$ cat src/rtl/simm_pattern_tester.sv
// simm_pattern_tester
// Pattern-test initiator for the SIMM DRAM controller request interface.
// Each pass writes pat(a,seed) = a[7:0]^a[15:8]^a[23:16]^seed over 0..LAST_ADDR,
// then reads the range back and compares every byte. The seed starts at 0 and
// advances by 8'h5B per pass. Mismatches are counted (saturating), the first
// one is captured, and a per-request watchdog aborts the run on a stalled
// controller.
//
// Ports:
//   clk, reset              system clock, synchronous active-high reset
//   start                   one-cycle pulse, begins a run when idle
//   mem_addr/mem_write/mem_ena/mem_wr_data   request to controller
//   mem_rd_data/mem_busy/mem_ack             controller response
//   running/done/timeout    run status (done/timeout held until next start)
//   pass_cnt, err_cnt       completed passes, saturating mismatch count
//   first_err_addr/exp/got  details of the first mismatch
module simm_pattern_tester #(
  parameter int unsigned       ADDR_W     = 24,
  parameter logic [ADDR_W-1:0] LAST_ADDR  = {ADDR_W{1'b1}},
  parameter int unsigned       NUM_PASSES = 4,
  parameter int unsigned       TIMEOUT    = 4095
) (
  input  logic              clk,
  input  logic              reset,
  input  logic              start,
  output logic [ADDR_W-1:0] mem_addr,
  output logic              mem_write,
  output logic              mem_ena,
  output logic [7:0]        mem_wr_data,
  input  logic [7:0]        mem_rd_data,
  input  logic              mem_busy,
  input  logic              mem_ack,
  output logic              running,
  output logic              done,
  output logic              timeout,
  output logic [7:0]        pass_cnt,
  output logic [15:0]       err_cnt,
  output logic [ADDR_W-1:0] first_err_addr,
  output logic [7:0]        first_err_exp,
  output logic [7:0]        first_err_got
);

  localparam int unsigned TW        = $clog2(TIMEOUT + 1);
  localparam logic [7:0]  SEED_STEP = 8'h5B;

  typedef enum logic [2:0] {IDLE, W_REQ, W_WAIT, R_REQ, R_WAIT, CHECK, FIN} state_t;

  state_t            state;
  logic [7:0]        seed;
  logic [7:0]        rd_byte;
  logic [TW-1:0]     tmo_cnt;

  logic [ADDR_W-1:0] addr_nxt;
  logic [7:0]        seed_nxt;
  logic [7:0]        exp_byte;
  logic              tmo_hit;

  // Address bytes above ADDR_W read as zero.
  function automatic logic [7:0] pat(input logic [ADDR_W-1:0] a, input logic [7:0] s);
    logic [23:0] a24;
    a24 = '0;
    a24[ADDR_W-1:0] = a;
    return a24[7:0] ^ a24[15:8] ^ a24[23:16] ^ s;
  endfunction

  always_comb begin
    addr_nxt = mem_addr + 1'b1;
    seed_nxt = seed + SEED_STEP;
    exp_byte = pat(mem_addr, seed);
    tmo_hit  = (tmo_cnt == TW'(TIMEOUT - 1));
  end

  // Request outputs are loaded on every transition into *_REQ so they are
  // already valid in the first request cycle and stay frozen until ack.
  always_ff @(posedge clk) begin
    if (reset) begin
      state          <= IDLE;
      seed           <= '0;
      rd_byte        <= '0;
      tmo_cnt        <= '0;
      mem_addr       <= '0;
      mem_write      <= 1'b0;
      mem_ena        <= 1'b0;
      mem_wr_data    <= '0;
      running        <= 1'b0;
      done           <= 1'b0;
      timeout        <= 1'b0;
      pass_cnt       <= '0;
      err_cnt        <= '0;
      first_err_addr <= '0;
      first_err_exp  <= '0;
      first_err_got  <= '0;
    end else begin
      case (state)
        IDLE: begin
          if (start) begin
            done           <= 1'b0;
            timeout        <= 1'b0;
            pass_cnt       <= '0;
            err_cnt        <= '0;
            first_err_addr <= '0;
            first_err_exp  <= '0;
            first_err_got  <= '0;
            running        <= 1'b1;
            seed           <= '0;
            mem_addr       <= '0;
            mem_write      <= 1'b1;
            mem_ena        <= 1'b1;
            mem_wr_data    <= pat('0, 8'h00);
            tmo_cnt        <= '0;
            state          <= W_REQ;
          end
        end

        W_REQ, R_REQ: begin
          if (tmo_hit) begin
            timeout <= 1'b1;
            mem_ena <= 1'b0;
            state   <= FIN;
          end else begin
            tmo_cnt <= tmo_cnt + 1'b1;
            if (mem_ack) begin
              mem_ena <= 1'b0;
              state   <= (state == W_REQ) ? W_WAIT : R_WAIT;
            end
          end
        end

        W_WAIT: begin
          if (tmo_hit) begin
            timeout <= 1'b1;
            mem_ena <= 1'b0;
            state   <= FIN;
          end else if (!mem_busy) begin
            tmo_cnt <= '0;
            mem_ena <= 1'b1;
            if (mem_addr == LAST_ADDR) begin
              mem_addr    <= '0;
              mem_write   <= 1'b0;
              mem_wr_data <= pat('0, seed);
              state       <= R_REQ;
            end else begin
              mem_addr    <= addr_nxt;
              mem_write   <= 1'b1;
              mem_wr_data <= pat(addr_nxt, seed);
              state       <= W_REQ;
            end
          end else begin
            tmo_cnt <= tmo_cnt + 1'b1;
          end
        end

        R_WAIT: begin
          if (tmo_hit) begin
            timeout <= 1'b1;
            mem_ena <= 1'b0;
            state   <= FIN;
          end else if (!mem_busy) begin
            rd_byte <= mem_rd_data;
            state   <= CHECK;
          end else begin
            tmo_cnt <= tmo_cnt + 1'b1;
          end
        end

        CHECK: begin
          if (rd_byte != exp_byte) begin
            if (err_cnt != 16'hFFFF) err_cnt <= err_cnt + 16'd1;
            if (err_cnt == '0) begin
              first_err_addr <= mem_addr;
              first_err_exp  <= exp_byte;
              first_err_got  <= rd_byte;
            end
          end
          if (mem_addr < LAST_ADDR) begin
            mem_addr    <= addr_nxt;
            mem_write   <= 1'b0;
            mem_ena     <= 1'b1;
            mem_wr_data <= pat(addr_nxt, seed);
            tmo_cnt     <= '0;
            state       <= R_REQ;
          end else begin
            pass_cnt <= pass_cnt + 8'd1;
            if ((pass_cnt + 8'd1) == 8'(NUM_PASSES)) begin
              state <= FIN;
            end else begin
              mem_addr    <= '0;
              seed        <= seed_nxt;
              mem_write   <= 1'b1;
              mem_ena     <= 1'b1;
              mem_wr_data <= pat('0, seed_nxt);
              tmo_cnt     <= '0;
              state       <= W_REQ;
            end
          end
        end

        FIN: begin
          running <= 1'b0;
          done    <= 1'b1;
          mem_ena <= 1'b0;
          state   <= IDLE;
        end

        default: state <= IDLE;
      endcase
    end
  end

endmodule
$ cat config.mk
export PLATFORM = sky130hd
export DESIGN_NAME = simm_pattern_tester
export DESIGN_NICKNAME = d
export VERILOG_FILES = /design/src/rtl/simm_pattern_tester.sv
export SDC_FILE = /design/constraint.sdc
export NUM_CORES = 1
export LEC_CHECK = 0
export BUFFER_PORTS_ARGS = -buffer_cell sky130_fd_sc_hd__buf_2
export CORE_MARGIN = 2
export CORE_UTILIZATION = 52
export DETAILED_ROUTE_END_ITERATION = 7
export PLACE_DENSITY = 0.77
export SLEW_MARGIN = 25
export SYNTH_ARGS = -nofsm -noshare
export SYNTH_HDL_FRONTEND = slang
export SYNTH_SLANG_ARGS = --single-unit
$ cat constraint.sdc
create_clock -name clk -period 2.22 [get_ports clk]
set_input_delay 0 -clock clk [delete_from_list [all_inputs] [get_ports clk]]
set_output_delay 0 -clock clk [all_outputs]
set_load 0.02 [all_outputs]
# Yosys cells after proc, flatten, opt, wreduce, memory -nomap -nowiden
# Cells that the tools add are included.
# Widths: inputs -> output; s select.
# op_classes
addsub	5
magnitude_cmp	1
eq_ne	28
mux	71
bitwise	8
n_reduce_logical	21
# ops
cell	count
$mux 24	8
$mux 12	8
$mux 8	12
$pmux 24 s3	1
$pmux 8 s2	4
$pmux 12 s5	1
$mux 16	3
$pmux 24 s2	1
$xor 8x8->8	6
$pmux 16 s2	1
$mux 3	10
$add 24x1->24 const B	1
$eq 24x24->1 const B	1
$lt 24x24->1 const B	1
$ne 2x2->1 const B	12
$pmux 8 s3	1
$add 16x1->16 const B	1
$logic_not 16->1	1
$ne 16x16->1 const B	1
$reduce_and 4->1	4
$pmux 3 s5	1
$mux 1	14
$add 12x1->12 const B	1
$eq 12x12->1 const B	1
other kinds (26)	39
# totals
regBits	132
input_bits	13
elab_cells	150

# Longest topological paths before layout
# Gate-level depths: netlist of the first run.
# logic_depth
depth_word	8
mapped_depth	12
mapped_depth_nobuf	9

# Worst setup path before layout of the first run
# OpenSTA, ideal clock, no wires.
# synth_timing
kind	reg2reg
start	register state[2]
end	register tmo_cnt[0]
t_arrival_ns	2.324
setup_slack_ns	-0.221
stages_incl_launch_ff	12
period_less_slack_ns	2.441
cell_sequence	dfxtp_1 > buf_2 > inv_1 > ha_1 > clkbuf_1 > inv_1 > a211o_1 > a22oi_1 > o21ai_1 > o31ai_1 > buf_2 > nor2_1
# synth_via
elab_chain_len	4
elab_cells_between_ends	16
classes_between	eq/ne: 11; mux: 1; reduce/logical: 4
# synth_rtl
element	line	text
from (decl)	48	state_t state;
from (signal assigned)	124	state <= (state == W_REQ) ? W_WAIT : R_WAIT;
$eq 3x1->1 or $eq 3x2->1 (tied branches)	94	case (state)
$reduce_or 2->1	94	
$reduce_bool 5->1 (no source line) or $ne 2x2->1 (tied branches)	--	
$reduce_and 7->1 (no source line)	--	
to (signal assigned)	121	tmo_cnt <= tmo_cnt + 1'b1;
to (signal assigned)	149	tmo_cnt <= tmo_cnt + 1'b1;
to (signal assigned)	162	tmo_cnt <= tmo_cnt + 1'b1;
to (decl)	51	logic [TW-1:0] tmo_cnt;
# Parallel ways exist; a longest one is shown, timed or not.
# A chain may end at the register's enable or synchronous reset.

# Worst setup path after layout of the first run
# layout_timing
start	register seed[6]
end	register first_err_exp[4]
# layout_via
elab_chain_len	4
# layout_rtl
element	line	text
from (decl)	49	logic [7:0] seed;
from (signal assigned)	188	seed <= seed_nxt;
$xor 8x8->8	63	return a24[7:0] ^ a24[15:8] ^ a24[23:16] ^ s;
$ne 8x8->1	167	if (rd_byte != exp_byte) begin
$ne 2x2->1 (no source line)	--	
$reduce_and 4->1 (no source line)	--	
to (signal assigned)	171	first_err_exp <= exp_byte;
to (decl)	39	output logic [7:0] first_err_exp,
# No other way between the ends.

==> flow_metrics.py, run 1 <==
metrics = {
    "power_and_ir_drop": {
        "power_leakage_nw": 4.18,
        "comb_power_share_pct": 34.7,
        "powerDensity_nw_per_um2": 806,
        "pwr-share-clk_pct": 34.5,
        "switchingPower_mw": 2.88,
        "sw_frac_of_total_pct": 34.9,
        "intPower_mw": 5.37,
        "vdd_drop_max_mv": 0.521,
        "p_seq_share_pct": 30.8,
    },
    "clocking": {
        "clock_latency_ns": 0.44,
        "cts_buffer_depth": 2,
        "cts_buffers": 17,
        "clock-root-buffer": "clkbuf_16",
        "clock-sinks": 132,
        "path_clk_slew_ns": 0.06,
        "tritoncts": "done",
        "h-tree-depth": 4,
    },
    "critical_path": {
        "r2r_slack_ns": -0.13,
        "regToRegStartpoint": "seed[6]",
        "max_stage_delay_ns": 0.53,
        "crit_required_ns": 2.58,
        "rr_endpoint": "first_err_exp[4]",
        "end_kind": "flop",
        "crit_slowest_cell": "a2111o_1",
        "rr_worst_depth": 8,
        "crit_arrival_ns": 2.71,
        "start_kind": "flop",
        "critPathMaxFanout": 9,
        "crit_chain": "xor2_2, xor3_1, nand4_1, a2111o_1, nand2_4, buf_4, nand3_1, o21ai_0",
        "setup.worst_path.class": "flop to flop",
        "crit_start": "seed[6]",
        "crit_end": "first_err_exp[4]",
    },
    "synthesis": {
        "synthCells": 942,
        "synth_top_cell_by_area": "dfxtp_1",
        "yosysSeqAreaShare_pct": 35.6,
        "synth_top_area_share_pct": 35.6,
        "yosys_warnings": 0,
        "synthTopCellsByArea": "dfxtp_1, o21ai_0, a21oi_1",
        "ys_ff_latch": 132,
        "synthArstFlopShare_pct": 0,
        "avgSynthCellArea_um2": 7.88,
        "synth_edf_count": 0,
        "syn-cell-area_um2": 7420,
        "synth-main-ff-cell": "dfxtp_1",
        "synth_nets": 965,
        "synthDistinctLibCells": 72,
    },
    "route": {
        "dr.pass1.iters": 8,
        "viasPerCell": 5.99,
        "num_vias": 8166,
        "drc_errors": 0,
        "routed_wl_um": 24800,
        "wl_per_cell_um": 18.2,
        "drt_iter0_markers": 1162,
        "ant_nets": 0,
    },
    "sta": {
        "rsz0062_at_grt": "true",
        "maxSlewViolCount": 0,
        "setup_viol": 54,
        "timing.final.ws_setup_ns": -0.130,
        "hold_slack_ns": 0.0907,
        "finalClockSkew_ns": 0.00951,
        "min_period_ns": 2.35,
        "finalCritPeriodShare_pct": 106,
        "hold_violations": 0,
        "tightest_slew_ns": 0.566,
        "relSlewSlack_pct": 62.2,
        "max_freq_ghz": 0.426,
    },
    "die": {
        "fp.dieW_um": 123,
        "pin_count": 114,
        "design.die.area_um2": 15200,
        "rows": 43,
        "start_util_pct": 53.2,
        "coreArea_um2": 13900,
        "die_height_um": 123,
    },
    "placement": {
        "hpwlAfterDp_um": 16500,
        "gp_congestion": 0.981,
        "dpl_worst_slack_ns": -0.104,
        "portBuffers": 113,
    },
    "global_route": {
        "grt_max_degree": 66,
        "grt_pass1_vias": 7017,
        "grt_first_pass_wirelength_um": 36300,
        "antenna_found_initial": 0,
        "grt.total_usage_pct": 30.7,
        "gr-total-overflow": 0,
    },
    "cells_and_area": {
        "syn_to_final_growth_pct": 37.9,
        "fillers": 996,
        "finalNetCount": 1193,
        "drive_gt1_share_pct": 34.4,
        "n_antenna_cell": 0,
    },
    "status": {
        "violations": "setup timing",
        "status": "finished, violations left",
    },
    "worst_hold_path": {
        "hold_path.class": "input port to flop",
    },
    "flow_run": {
        "cap_violations": 0,
    },
}
[logic make-up after synthesis]
group	after synthesis	share of synthesized area, %
AO/OA/AOI/OAI	236	18.4
AND/OR/NAND/NOR	405	28.0
multiplexers	11	1.48
XOR/XNOR	61	9.41
adder cells (fa/ha/maj)	10	1.69
flip-flops	132	35.6
buffers and inverters	87	5.40
[cell type report]
cell class / instances / area [µm²] / share of cell area [%]
clock buffer: 18 / 439 / 4.29
clock inverter: 14 / 154 / 1.50
inverter: 16 / 60.1 / 0.587
multi-input combinational: 723 / 4710 / 46.0
sequential: 132 / 2680 / 26.2
tap: 180 / 225 / 2.20
timing repair buffer: 280 / 1960 / 19.1
[routing by layer]
metal / global-route usage (%) / part of all wire, %
met2: 47.7 / 46
met1: 41.9 / 41
met5: 0 / 0
met3: 6.09 / 9.3
met4: 11.9 / 3.9
[metrics by stage]
step	TNS [ns]	area [µm²]	utilization [%]	total power, mW	cells
6_report	-2.62	10200	73.4	8.25	1363
5_1_grt	-4.78	10200	73.4	8.59	1363
4_1_cts	-0.0277	9770	70.1	7.86	1343
3_5_place_dp	-0.991	8990	64.5	4.95	1294
3_3_place_gp	-0.0250	8990	64.5	4.93	1294
2_1_floorplan	0	7510	-	4.13	942
[layout by cell type, fill, tap and decap left out, types with 10 or more instances in the layout]
master       n
clkbuf_16   19
a21oi_1     73
nor3_1      22
dfxtp_1    107
dfxtp_2     21
buf_4      145
o21ai_0     68
nand2_1     90
inv_1       15
xnor2_1     35
o21ai_1     19
nand4_1     19
nor4_1      10
nand3_1     58
a31oi_1     10
nor2_1      89
and3_1      13
nand3_2     14
or3_1       22
mux2i_1     11
buf_2      113
[power groups by stage]
stage               clock [mW]  combinational [mW]  sequential, mW
floorplan                    0                1.49            2.64
global placement             0                2.34            2.59
detailed placement           0                2.36            2.59
CTS                       2.83                2.49            2.54
global route              2.96                3.08            2.55
finish                    2.84                2.86            2.54
[worst max-delay path: cells and delay by family (launching register included)]
kind	cells	cell delay (ns)
AOI/OAI and AO/OA	2	0.63
xor gates and xnor gates	2	0.56
and+or+nand+nor	3	0.45
DFF	1	0.42
buffers and inverters	1	0.20
[state kept, by name (all words and copies together) (netlist names)]
name,cells
first_err_addr,24
mem_addr,24
err_cnt,16
tmo_cnt,12
first_err_exp,8
first_err_got,8
mem_wr_data,8
pass_cnt,8
rd_byte,8
seed,8
state,3
done,1
mem_ena,1
mem_write,1
running,1
timeout,1
[synth_stat cells (10+ instances only)]
cell type  count
a21oi_1       79
nor4_1        11
and3_1        13
nand2_1       91
ha_1          10
clkbuf_1      34
inv_1         15
nor3_1        28
buf_2         23
a31oi_1       10
xnor2_1       40
o21ai_0       91
dfxtp_1      132
nand3_1       70
o31ai_1       12
nor2_1        90
nand4_1       19
or3_1         24
mux2i_1       11
[worst min-delay path by stage]
| stage | startpoint | to | slack [ns] | cells past startpoint |
|---|---|---|---|---|
| 2_1_floorplan | mem_rd_data[0] | rd_byte[0] | 0.14 | 2 |
| 3_3_place_gp | mem_rd_data[4] | rd_byte[4] | 0.24 | 3 |
| 3_5_place_dp | mem_rd_data[4] | rd_byte[4] | 0.25 | 3 |
| 4_1_cts | reset | running | 0.09 | 3 |
| 5_1_grt | reset | mem_ena | 0.11 | 3 |
| 6_report | reset | running | 0.09 | 3 |
[timing repair]
action / CTS / global route
hold buffers: 8 / 0
resized for setup: 14 / 91
hold endpoints to repair: 8 / 0
endpoints found under the setup margin: 59 / 96
buffers inserted: 10 / 19
pin swaps: 6 / 27
cloned: 0 / 2
(Power assumes the default switching activity.)
==> inputs of run 2 (changes only) <==
--- a/config.mk
+++ b/config.mk
@@ -10,6 +10,7 @@
 export CORE_UTILIZATION = 52
 export DETAILED_ROUTE_END_ITERATION = 7
 export PLACE_DENSITY = 0.77
+export RECOVER_POWER = 25
 export SLEW_MARGIN = 25
 export SYNTH_ARGS = -nofsm -noshare
 export SYNTH_HDL_FRONTEND = slang
==> flow_metrics.py, run 2 (synthesis results as in run 1) <==
metrics = {
    "clocking": {
        "cts_buffers": 17,
        "cts_buffer_depth": 2,
        "h-tree-depth": 4,
        "tritoncts": "done",
        "clock-sinks": 132,
        "clock-root-buffer": "clkbuf_16",
        "clock_latency_ns": 0.44,
        "path_clk_slew_ns": 0.06,
    },
    "cells_and_area": {
        "final_common_cell": "buf_4",
        "n_antenna_cell": 0,
        "final_cell_mix": "buf_4, dfxtp_1, nand2_1, nor2_1, a21oi_1",
        "fin_cells": 1363,
        "reg_top3": "first_err_addr x24, mem_addr x24, err_cnt x16",
        "drive_gt1_share_pct": 30.7,
        "finalNetCount": 1193,
        "syn_to_final_growth_pct": 37.2,
    },
    "sta": {
        "finalCritPeriodShare_pct": 105,
        "maxSlewViolCount": 0,
        "rsz0062_at_grt": "true",
        "timing.final.ws_setup_ns": -0.115,
        "finalClockSkew_ns": 0.0113,
        "hold_violations": 0,
        "setup_viol": 50,
        "max_freq_ghz": 0.428,
        "setup_tns_ns": -2.01,
        "min_period_ns": 2.34,
        "hold_slack_ns": 0.0921,
        "tightest_slew_ns": 0.576,
        "relSlewSlack_pct": 61.5,
    },
    "global_route": {
        "grt_first_pass_wirelength_um": 36300,
        "grt.total_usage_pct": 30.7,
        "gr-total-overflow": 0,
        "grt_max_degree": 66,
        "antenna_found_initial": 0,
        "grt_pass1_vias": 7017,
    },
    "status": {
        "status": "finished, violations left",
        "violations": "setup timing",
    },
    "route": {
        "ant_nets": 0,
        "dr.pass1.iters": 7,
        "routed_wl_um": 24800,
        "num_vias": 8198,
        "drt_iter0_markers": 1149,
        "wl_per_cell_um": 18.2,
        "drc_errors": 0,
        "viasPerCell": 6.01,
    },
    "power_and_ir_drop": {
        "powerDensity_nw_per_um2": 810,
        "pwr-share-clk_pct": 34.5,
        "intPower_mw": 5.36,
        "comb_power_share_pct": 34.7,
        "p_total_mw": 8.24,
        "switchingPower_mw": 2.88,
        "sw_frac_of_total_pct": 34.9,
        "vdd_drop_max_mv": 0.519,
        "p_seq_share_pct": 30.8,
        "power_leakage_nw": 3.99,
    },
    "critical_path": {
        "r2r_slack_ns": -0.12,
        "regToRegStartpoint": "seed[6]",
        "end_kind": "flop",
        "rr_worst_depth": 8,
        "setup.worst_path.class": "flop to flop",
        "rr_endpoint": "first_err_exp[4]",
        "start_kind": "flop",
        "crit_required_ns": 2.58,
        "critPathMaxFanout": 9,
        "crit_arrival_ns": 2.69,
    },
    "worst_hold_path": {
        "hold_end": "running",
        "hold_depth": 3,
        "min-delay-start": "reset",
        "hold_path.class": "input port to flop",
    },
    "die": {
        "coreArea_um2": 13900,
        "design.die.area_um2": 15200,
        "rows": 43,
        "die_height_um": 123,
        "fp.dieW_um": 123,
        "pin_count": 114,
        "start_util_pct": 53.2,
    },
    "placement": {
        "portBuffers": 113,
        "dpl_worst_slack_ns": -0.104,
        "hpwlAfterDp_um": 16500,
        "dp_cells": 1294,
        "gp_congestion": 0.981,
    },
    "flow_run": {
        "cap_violations": 0,
    },
}
run 2: changes by cell type in the layout (fill, tap and decap cells not counted), sizes merged:
cell,change
clkbuf,+44
buf,-44
run 2: layout make-up:
| cell class | instances | area [µm²] |
|---|---|---|
| Clock inverter | 14 | 154 |
| Tap cell | 180 | 225 |
| Timing Repair Buffer | 280 | 1900 |
| Fill cell | 1023 | 3760 |
| Clock buffer | 18 | 439 |
| Sequential cell | 132 | 2680 |
| Multi-Input combinational cell | 723 | 4710 |
| Inverter | 16 | 60.1 |
run 2: per-stage QoR:
| step | area [µm²] | util [%] |
|---|---|---|
| 2_1_floorplan | 7510 | - |
| 3_3_place_gp | 8990 | 64.5 |
| 3_5_place_dp | 8990 | 64.5 |
| 4_1_cts | 9770 | 70.1 |
| 5_1_grt | 10200 | 73.0 |
| 6_report | 10200 | 73.0 |
run 2: timing repair:
action | in CTS | in global routing
hold buffers | 8 | 0
buffers inserted | 10 | 19
setup endpoints to repair | 59 | 96
pin swaps | 6 | 27
endpoints found under the hold margin | 8 | 0
gates cloned | 0 | 2
resized for setup | 14 | 91
run 2: worst max-delay path, stage by stage (launching register included):
cell      delay [ns]
dfxtp_1         0.41
xor2_2          0.29
xor3_1          0.27
nand4_1         0.10
a2111o_1        0.53
nand2_4         0.23
buf_4           0.20
nand3_1         0.12
o21ai_0         0.10
run 2: routing by layer:
layer	GRT usage, %	part of all wire, %	up-vias
met3	6.09	8.8	84
met4	11.9	3.6	0
met5	0	0	-
li1	-	-	3832
met2	47.7	46	473
met1	41.9	41	3809
run 2: worst max-delay path by stage:
stage                       endpoint  depth (start not counted)         start
global route        first_err_got[5]                          9   mem_addr[9]
global placement          err_cnt[5]                          7  mem_addr[18]
CTS                      err_cnt[12]                          9   mem_addr[5]
finish              first_err_exp[4]                          8       seed[6]
detailed placement       err_cnt[13]                          7       seed[5]
floorplan                tmo_cnt[10]                         11      state[2]
run 2: power by group through the flow:
stage | logic [mW] | registers (mW) | clock network [mW]
final | 2.86 | 2.54 | 2.84
after global routing | 3.08 | 2.55 | 2.96
after CTS | 2.49 | 2.54 | 2.83
after detailed placement | 2.36 | 2.59 | 0
after global placement | 2.34 | 2.59 | 0
after floorplan | 1.49 | 2.64 | 0
==> inputs of run 3 (changes only) <==
--- a/config.mk
+++ b/config.mk
@@ -7,9 +7,9 @@
 export LEC_CHECK = 0
 export BUFFER_PORTS_ARGS = -buffer_cell sky130_fd_sc_hd__buf_2
 export CORE_MARGIN = 2
-export CORE_UTILIZATION = 52
+export CORE_UTILIZATION = 58
 export DETAILED_ROUTE_END_ITERATION = 7
-export PLACE_DENSITY = 0.77
+export PLACE_DENSITY = 0.81
 export RECOVER_POWER = 25
 export SLEW_MARGIN = 25
 export SYNTH_ARGS = -nofsm -noshare
==> constraint.sdc (replaced) <==
create_clock -name clk -period 2.62 [get_ports clk]
set_input_delay 0 -clock clk [delete_from_list [all_inputs] [get_ports clk]]
set_output_delay 0 -clock clk [all_outputs]
set_load 0.02 [all_outputs]
==> flow_metrics.py, run 3 (synthesis results as in run 1) <==
metrics = {
    "sta": {
        "maxSlewViolCount": 0,
        "relSlewSlack_pct": 59.0,
        "max_freq_ghz": 0.389,
        "min_period_ns": 2.57,
        "tightest_slew_ns": 0.615,
        "finalClockSkew_ns": 0.00665,
        "timing.final.ws_setup_ns": 0.0474,
        "hold_violations": 0,
        "finalCritPeriodShare_pct": 98.2,
        "setup_viol": 0,
        "setup_tns_ns": 0,
    },
    "critical_path": {
        "rr_endpoint": "seed[5]",
        "start_kind": "flop",
        "crit_slowest_cell": "dfxtp_1",
        "path_delay_family": "simple AND/OR/NAND/NOR gates",
        "regToRegStartpoint": "mem_addr[11]",
        "critPathMaxFanout": 6,
        "max_stage_delay_ns": 0.50,
        "end_kind": "flop",
        "crit_required_ns": 2.94,
        "cp_num_buf_inv": 0,
        "rr_worst_depth": 7,
        "crit_arrival_ns": 2.89,
        "crit_chain": "nand4_1, nor4_4, nand3_4, o31ai_1, and2b_1, o21ai_0, a32o_1",
        "setup.worst_path.class": "flop to flop",
        "r2r_slack_ns": 0.05,
    },
    "clocking": {
        "cts_buffers": 17,
        "tritoncts": "done",
        "clock-root-buffer": "clkbuf_16",
        "cts_buffer_depth": 2,
        "clock_latency_ns": 0.43,
        "clock-sinks": 132,
        "path_clk_slew_ns": 0.06,
        "h-tree-depth": 4,
    },
    "cells_and_area": {
        "drive_gt1_share_pct": 16.4,
        "n_antenna_cell": 0,
        "syn_to_final_growth_pct": 22.2,
        "utilization_pct": 72.1,
        "final_common_cell": "dfxtp_1",
        "final_cell_mix": "dfxtp_1, nand2_1, o21ai_0, nor2_1, a21oi_1",
        "finalNetCount": 1099,
        "reg_top3": "first_err_addr x24, mem_addr x24, err_cnt x16",
        "fillers": 1024,
    },
    "placement": {
        "gp_congestion": 0.991,
        "portBuffers": 113,
        "dpl_worst_slack_ns": 0.0763,
        "hpwlAfterDp_um": 15000,
    },
    "die": {
        "start_util_pct": 59.0,
        "die_height_um": 117,
        "pin_count": 114,
        "design.die.area_um2": 13700,
        "coreArea_um2": 12600,
        "rows": 41,
        "fp.dieW_um": 117,
    },
    "global_route": {
        "antenna_found_initial": 0,
        "grt_first_pass_wirelength_um": 34200,
        "grt_pass1_vias": 6874,
        "grt_max_degree": 66,
        "gr-total-overflow": 0,
        "grt.total_usage_pct": 32.0,
    },
    "flow_run": {
        "cap_violations": 0,
    },
    "route": {
        "routed_wl_um": 21800,
        "ant_nets": 0,
        "num_vias": 7701,
        "drc_errors": 0,
        "wl_per_cell_um": 17.3,
        "drt_iter0_markers": 965,
        "dr.pass1.iters": 6,
        "viasPerCell": 6.11,
    },
    "status": {
        "status": "complete, no violations",
    },
    "worst_hold_path": {
        "hold_path.class": "input port to flop",
        "hold_depth": 6,
        "hold_end": "mem_ena",
        "min-delay-start": "mem_ack",
    },
    "power_and_ir_drop": {
        "p_total_mw": 6.49,
        "powerDensity_nw_per_um2": 716,
        "vdd_drop_max_mv": 0.419,
        "power_leakage_nw": 3.40,
    },
}
==> run 3: changes by cell type in the layout (fill, tap and decap cells not counted), moves of 8 or more <==
| cell | before | now |
|---|---|---|
| buf_2 | 69 | 56 |
| buf_4 | 145 | 60 |
| clkbuf_1 | 44 | 57 |
| dfxtp_1 | 107 | 132 |
| dfxtp_2 | 21 | 0 |
| nand3_1 | 58 | 69 |
| nand3_2 | 14 | 6 |
| o21ai_0 | 68 | 91 |
| o21ai_1 | 19 | 2 |
==> run 3: worst max path at each step <==
stage,to,startpoint,slack (ns),cells after the start
6_report,seed[5],mem_addr[11],0.05,7
5_1_grt,first_err_exp[7],state[0],-0.02,9
4_1_cts,seed[5],mem_addr[17],0.05,7
3_5_place_dp,seed[5],mem_addr[17],0.08,7
3_3_place_gp,seed[5],mem_addr[17],0.15,7
2_1_floorplan,tmo_cnt[0],state[2],0.18,11
==> run 3: area by class of cell <==
class,count,area [µm²],share of cell area (%)
inverters,16,60.1,0.663
flip-flops and latches,132,2640,29.2
clock inverters,12,154,1.70
multi-input cells,723,4420,48.8
well taps,172,215,2.37
repair buffers,186,1100,12.2
clock buffers,20,467,5.15
==> run 3: tightest hold or removal path: stages <==
cell and delay [ns]:
buf_2 0.08, nor2_1 0.04, nor2_1 0.09, o211ai_1 0.10, mux2i_1 0.12, nor2_1 0.07
==> run 3: power breakdown <==
group | internal, mW | total [mW] | switching, mW | leakage [nW]
Combinational | 0.646 | 1.84 | 1.20 | 2.04
Sequential | 2.09 | 2.16 | 0.0675 | 1.07
Clock | 1.57 | 2.49 | 0.925 | 0.298
Total | 4.30 | 6.49 | 2.19 | 3.40
==> run 3: per-stage QoR <==
step / hold WS, ns / area (µm²) / instances
2_1_floorplan: 0.144 / 7420 / 942
3_3_place_gp: 0.241 / 8380 / 1218
3_5_place_dp: 0.243 / 8380 / 1218
4_1_cts: 0.109 / 9100 / 1260
5_1_grt: 0.166 / 9060 / 1261
6_report: 0.108 / 9060 / 1261
==> run 3: routing by layer <==
layer	up-vias	share of wire, %	global-route usage, %
li1	3642	-	-
met1	3546	42	42.7
met2	430	45	49.5
met3	83	9.2	7.42
met4	0	3.7	15.1
met5	-	0	0
==> run 3: what timing repair did <==
item	4_1_cts	5_1_grt
endpoints found under the setup margin	0	40
setup buffers	0	1
hold endpoints to repair	12	0
hold buffers	10	0
gates resized for setup	0	5
